`config.mk`:
```
export PLATFORM = sky130hd
export DESIGN_NAME = weight_read_sequencer
export DESIGN_NICKNAME = d
export VERILOG_FILES = /design/src/rtl/weight_read_sequencer.sv
export SDC_FILE = /design/constraint.sdc
export NUM_CORES = 1
export LEC_CHECK = 0
export ABC_AREA = 1
export CAP_MARGIN = 25
export CORE_MARGIN = 2
export CORE_UTILIZATION = 49
export CTS_BUF_LIST = sky130_fd_sc_hd__clkbuf_16
export DETAILED_ROUTE_END_ITERATION = 7
export MAX_ROUTING_LAYER = met4
export PLACE_DENSITY = 0.77
export SETUP_SLACK_MARGIN = 0.2
export SLEW_MARGIN = 20
export SYNTH_ARGS = -nofsm -noshare
export SYNTH_HDL_FRONTEND = slang
export SYNTH_SLANG_ARGS = --single-unit
```
`constraint.sdc`:
```
create_clock -name clk -period 2.1 [get_ports clk]
set_clock_uncertainty 0.1 [all_clocks]
set_input_delay 0.42 -clock clk [delete_from_list [all_inputs] [get_ports clk]]
set_output_delay 0.42 -clock clk [all_outputs]
set_load 0.03 [all_outputs]
```
`src/rtl/weight_read_sequencer.sv`:
```
// Weight-memory read sequencer for one neuron pass: issues ren/raddr per
// accepted input sample and tags the returned weight valid/last for the MAC.
module weight_read_sequencer #(
    parameter int NUM_WEIGHT = 784,
    parameter int ADDR_WIDTH = 10
) (
    input  logic                  clk,
    input  logic                  rst,
    input  logic                  start,
    input  logic                  abort,
    input  logic                  in_valid,
    output logic                  in_ready,
    output logic                  ren,
    output logic [ADDR_WIDTH:0]   raddr,
    output logic                  w_valid,
    output logic                  w_last,
    output logic                  busy,
    output logic                  done
);

    localparam logic [ADDR_WIDTH:0] LAST = (ADDR_WIDTH+1)'(NUM_WEIGHT - 1);

    typedef enum logic [1:0] {
        IDLE,
        RUN,
        DRAIN,
        DONE
    } state_t;

    state_t              state, state_nxt;
    logic [ADDR_WIDTH:0] raddr_nxt;
    logic                at_last;

    assign at_last = (raddr == LAST);

    always_comb begin
        state_nxt = state;
        raddr_nxt = raddr;
        in_ready  = 1'b0;
        ren       = 1'b0;
        unique case (state)
            IDLE: begin
                if (start) begin
                    state_nxt = RUN;
                    raddr_nxt = '0;
                end
            end
            RUN: begin
                in_ready = 1'b1;
                ren      = in_valid;
                if (in_valid) begin
                    // Hold on the final address so raddr never leaves range
                    if (at_last) state_nxt = DRAIN;
                    else         raddr_nxt = raddr + 1'b1;
                end
            end
            DRAIN: state_nxt = DONE;
            DONE: begin
                state_nxt = IDLE;
                raddr_nxt = '0;
            end
            default: state_nxt = IDLE;
        endcase
        if (abort) begin
            state_nxt = IDLE;
            raddr_nxt = '0;
        end
    end

    always_ff @(posedge clk or posedge rst) begin
        if (rst) begin
            state   <= IDLE;
            raddr   <= '0;
            w_valid <= 1'b0;
            w_last  <= 1'b0;
        end else begin
            state   <= state_nxt;
            raddr   <= raddr_nxt;
            // Tags line up with the memory's registered output
            w_valid <= ren & ~abort;
            w_last  <= ren & ~abort & at_last;
        end
    end

    assign busy = (state != IDLE);
    assign done = (state == DONE);

endmodule

```
# After elaboration in Yosys (flattened, before gate mapping)
# Cells that the tools add are included.
dict set report classes {
  n_addsub 1
  n_eq_ne 8
  mux 12
  n_bitwise 3
  n_reduce_logical 5
}
# cell n
set op_table {}
lappend op_table {{11-bit 2-to-1 mux} 4}
lappend op_table {{11-bit case mux with 3 select lines} 1}
lappend op_table {{3-bit inequality test, second input constant} 4}
lappend op_table {{11-bit by 1-bit adder with 11-bit output, second input constant} 1}
lappend op_table {{11-bit by 10-bit == test with 1-bit output, second input constant} 1}
lappend op_table {{2-bit 2-to-1 mux} 4}
lappend op_table {{2-bit case mux with 4 select lines} 1}
lappend op_table {{2-bit == test, second input constant} 2}
lappend op_table {{4-bit AND reduction} 1}
lappend op_table {{4-bit nonzero test} 1}
lappend op_table {{3-bit AND reduction} 1}
lappend op_table {{1-bit AND} 2}
lappend op_table {{2-bit by 1-bit == test with 1-bit output, second input constant} 1}
lappend op_table {{2-bit zero test} 1}
lappend op_table {{1-bit 2-to-1 mux} 2}
lappend op_table {{2-bit nonzero test} 1}
lappend op_table {{1-bit NOT} 1}
dict set report totals {
  register_bits 15
  out_inout_bits 17
}

# Logic depth before layout (Yosys ltp)
dict set report logic_depth {
  depth_word 5
  mapped_depth 10
  depth_no_buf 9
}

# Worst setup path after synthesis
# Ideal clock, no wire load.
dict set report synth_path {
  path_type {reg2reg}
  from {register state[1]}
  to {register raddr[7]}
  setup_ps 119
  t_arrival_ps 1532
  slack_ps 350
  stages_incl_launch_ff 9
  path_buffers 1
  synth_period_minus_slack_ps 1750
  path_cell_list {dfrtp_1 -> inv_1 -> ha_1 -> nand2_1 -> o22ai_1 -> inv_1 -> buf_2 -> nand3_1 -> nand2_1}
}
dict set report synth_between {
  elab_chain_cells 3
}
# item line_no
set synth_rtl {}
lappend synth_rtl {{start: declaration} 30} ;# state_t state, state_nxt;
lappend synth_rtl {{start signal: assignment} 77} ;# state <= state_nxt;
lappend synth_rtl {{2-bit by 1-bit == test with 1-bit output, or another cell as far along} 41} ;# unique case (state)
lappend synth_rtl {{3-bit inequality test (no line), or another cell as far along} n/a}
lappend synth_rtl {{4-bit AND reduction (no line) / 11-bit 2-to-1 mux (equally long branches)} n/a}
lappend synth_rtl {{end signal: assignment} 78} ;# raddr <= raddr_nxt;
lappend synth_rtl {{end: declaration} 14} ;# output logic [ADDR_WIDTH:0] raddr,
# Parallel ways exist; a longest one is shown, timed or not.
# A chain may end at the register's enable or synchronous reset.

# Worst setup path in the final report
dict set report layout_path {
  from {register state[0]}
  to {output port done}
}
dict set report layout_between {
  elab_chain_cells 1
}
# item line_no
set layout_rtl {}
lappend layout_rtl {{2-bit == test} 86} ;# assign done = (state == DONE);
lappend layout_rtl {{end: declaration} 18} ;# output logic done
# No other way between the ends.

==> flow_summary.toml <==
[global_routing]
grt_max_degree = 16
first_global_vias = 921
globalRoute.totalOverflow = 0
first_pass_grt_wire_length_um = 4000
antenna_found_initial = 0
grt_util_all_layers = 0.221

[clocking]
clock_tree.root_cell = "clkbuf_16"
ctsLongestPathBuffers = 2
tritoncts_clock_tree = "built"
clkSlewWorstSetupHoldPaths_ns = 0.05
cts.sink_count = 15
htree_levels = 1
cts_buffers = 3
worst_skew_pair.late_latency_ns = 0.24
post_cts_hold_buffer_count = 0

[routing]
route.vias.total = 998
detail-route-antenna-nets = 0
postRouteWirelength_um = 2440
drt-wirelength-per-cell_um = 12.1
drtPass1Iterations = 5
initialDrtViolationCount = 30
post_drt_via_cell_ratio = 4.94
post-route-drc-count = 0

[critical_path]
cp-end-kind = "output port"
r2r_cells = 9
critical_path_maximum_fanout = 4
path_delay_family = "buffers and inverters"
worst-r2r-setup-slack_ns = 0.32
r2r_path_start = "raddr[0]"
worst_setup_path_start_kind = "register"
startpoint_to_endpoint_class_of_the_critical_path = "reg -> out"
critical_path.reg2reg.endpoint = "raddr[3]"
crit_slowest_cell = "dfrtp_1"
timing.critical_path.required_ns = 1.58
worst_path_largest_cell_delay_ns = 0.41
critical_path.cell_chain = "buf_4, ha_1, dlygate4sd2_1"
path_buf_inv = 2
crit_arrival_ns = 1.34

[synthesis]
synth-compound-area-share = 0.0468
ys_types = 16
yosysWarnings = 0
synth_xor_area_frac = 0
synth_adder_area_share = 0.0632
synthesis.area_per_instance_um2 = 6.69
largest_family_of_logic_cells_by_synthesized_area = "simple AND/OR/NAND/NOR gates"
ys_ff_latch = 15
synth_simple_gate_area_frac = 0.417
synthMuxAreaShare = 0
ys_seq_area_frac = 0.379
post-synth-top-area-cell = "dfrtp_1"
post_synth_instance_area_um2 = 990
post-synth-top-area-fraction = 0.379
cell_types_occupying_the_most_area_after_synthesis = "dfrtp_1 38%, nand2_1 20%, nor2_1 9.5%"
post_synth_inst_count = 148
synthesis.nets = 158

[power]
power_report.internal_total_uw = 751
register_share_of_total_power = 0.282
combinational_power_share = 0.423
power.density_cell_area_nw_per_um2 = 935
fin_total_pwr_uw = 1240
power_switching_uw = 488
switching_power_as_a_share_of_total_power = 0.394
peakVddDrop_uv = 919
pwr-share-clk = 0.295
power.static_leakage_uw = 0.000715

[layout]
mostFrequentLayoutCells = "54 x nand2_1, 25 x nor2_1, 16 x inv_1"
antenna_cells_inserted = 0
finish.net_count = 186
layout_commonest_cell = "nand2_1"
final_layout_size_suffix_gt1_frac = 0.114
areaGrowthSynthToFinish_pct = 33.9

[timing]
period_needed_ns = 1.86
finalSetupViolations = 0
grt_setup_unrepaired = "yes"
relSlewSlack = 0.611
achievable-frequency_mhz = 537
final-hold-violation-count = 0
fin_crit_sh = 0.887
fin_setup_tns_ns = 0
setup_slack_ns = 0.237
max_slew.worst_pin.slew_ns = 0.583
timing.final.max_slew_violations = 0

[floorplan]
die_area_um2 = 2400
rows = 16
design.portCount = 22
fp.dieH_um = 48.9
design.core.area_um2 = 1940
start_util = 0.510
die_w_um = 48.9

[place]
buffer_ports.inserted = 21
dp_worst_setup_slack_ns = 0.132
hpwlAfterDp_um = 1690
globalplace.congestion = 0.839

[worst_hold_path]
hold-path-endpoint = "raddr[9]"
hold_path.startpoint = "raddr[9]"
timing.hold.worst.class = "reg -> reg"
hold_path_depth = 2

[status]
status = "finished, final reports clean"

[run]
timing.max_cap.violations = 0
area by class of cell:
class	count	area [um2]
Tap cell	27	33.8
Fill cell	178	617
Inverter	16	60.1
Multi-Input combinational cell	114	538
Timing Repair Buffer	26	239
Clock inverter	1	3.75
Clock buffer	3	75.1
Sequential cell	15	375
cell families (layout without fill, tap and decap cells):
kind of cell	Yosys count	in the layout
AOI/OAI and AO/OA	9	9
adders and majority gates	5	5
DFF	15	15
and+or+nand+nor	99	100
buffers and inverters	20	46
stage by stage:
stage	instance area (um2)	hold WS, ns	util	std cells
finish	1330	0.427	0.682	202
global route	1330	0.475	0.682	202
CTS	1290	0.439	0.666	199
detailed placement	1220	0.425	0.629	195
global placement	1220	0.407	0.629	195
floorplan	990	0.221	-	148
repair_timing:
item | 4_1_cts | 5_1_grt
pin swaps | 0 | 1
gates resized for setup | 9 | 8
setup endpoints to repair | 7 | 16
buffers inserted | 0 | 2
gates cloned | 0 | 1
synth_stat cells, drive strengths merged:
cell type and count:
nand3 14, dfrtp 15, nor3 2, a21oi 3, o21ai 5, buf 4
o22ai 1, ha 5, nand2 57, nand3b 1, nor2 25, inv 16
worst max path at each step:
stage / cells past startpoint / end / startpoint / slack [ns]
4_1_cts: 3 / in_ready / state[1] / 0.17
3_5_place_dp: 8 / raddr[0] / abort / 0.13
3_3_place_gp: 4 / busy / state[0] / 0.18
2_1_floorplan: 8 / raddr[7] / state[1] / 0.35
5_1_grt: 3 / done / state[0] / 0.20
6_report: 3 / done / state[0] / 0.24
flip-flops by register name, summed over array words and instances (netlist names):
name,cells
raddr,11
w_valid,1
w_last,1
state,2
layer usage:
layer  vias to the layer above  part of all wire  GRT usage  wire [um]
li1                        509                 -          -          -
met1                       462              0.43      0.250       1050
met2                        23              0.53      0.402       1290
met3                         4             0.036     0.0460         88
met4                         0            0.0070     0.0429         17
met5                         -                 0          -          0
power by group through the flow:
stage / logic, uW / clock network, uW / registers [uW]
after detailed placement: 475 / 0 / 354
after global placement: 457 / 0 / 349
final: 525 / 365 / 349
after global routing: 571 / 388 / 352
after floorplan: 323 / 0 / 373
after CTS: 464 / 371 / 350
worst min-delay path: stages (launching register included):
cell and delay, ns:
dfrtp_1 0.38, nand2_1 0.06, nand2_1 0.05
Note: power is estimated with default switching activity, not from simulation.
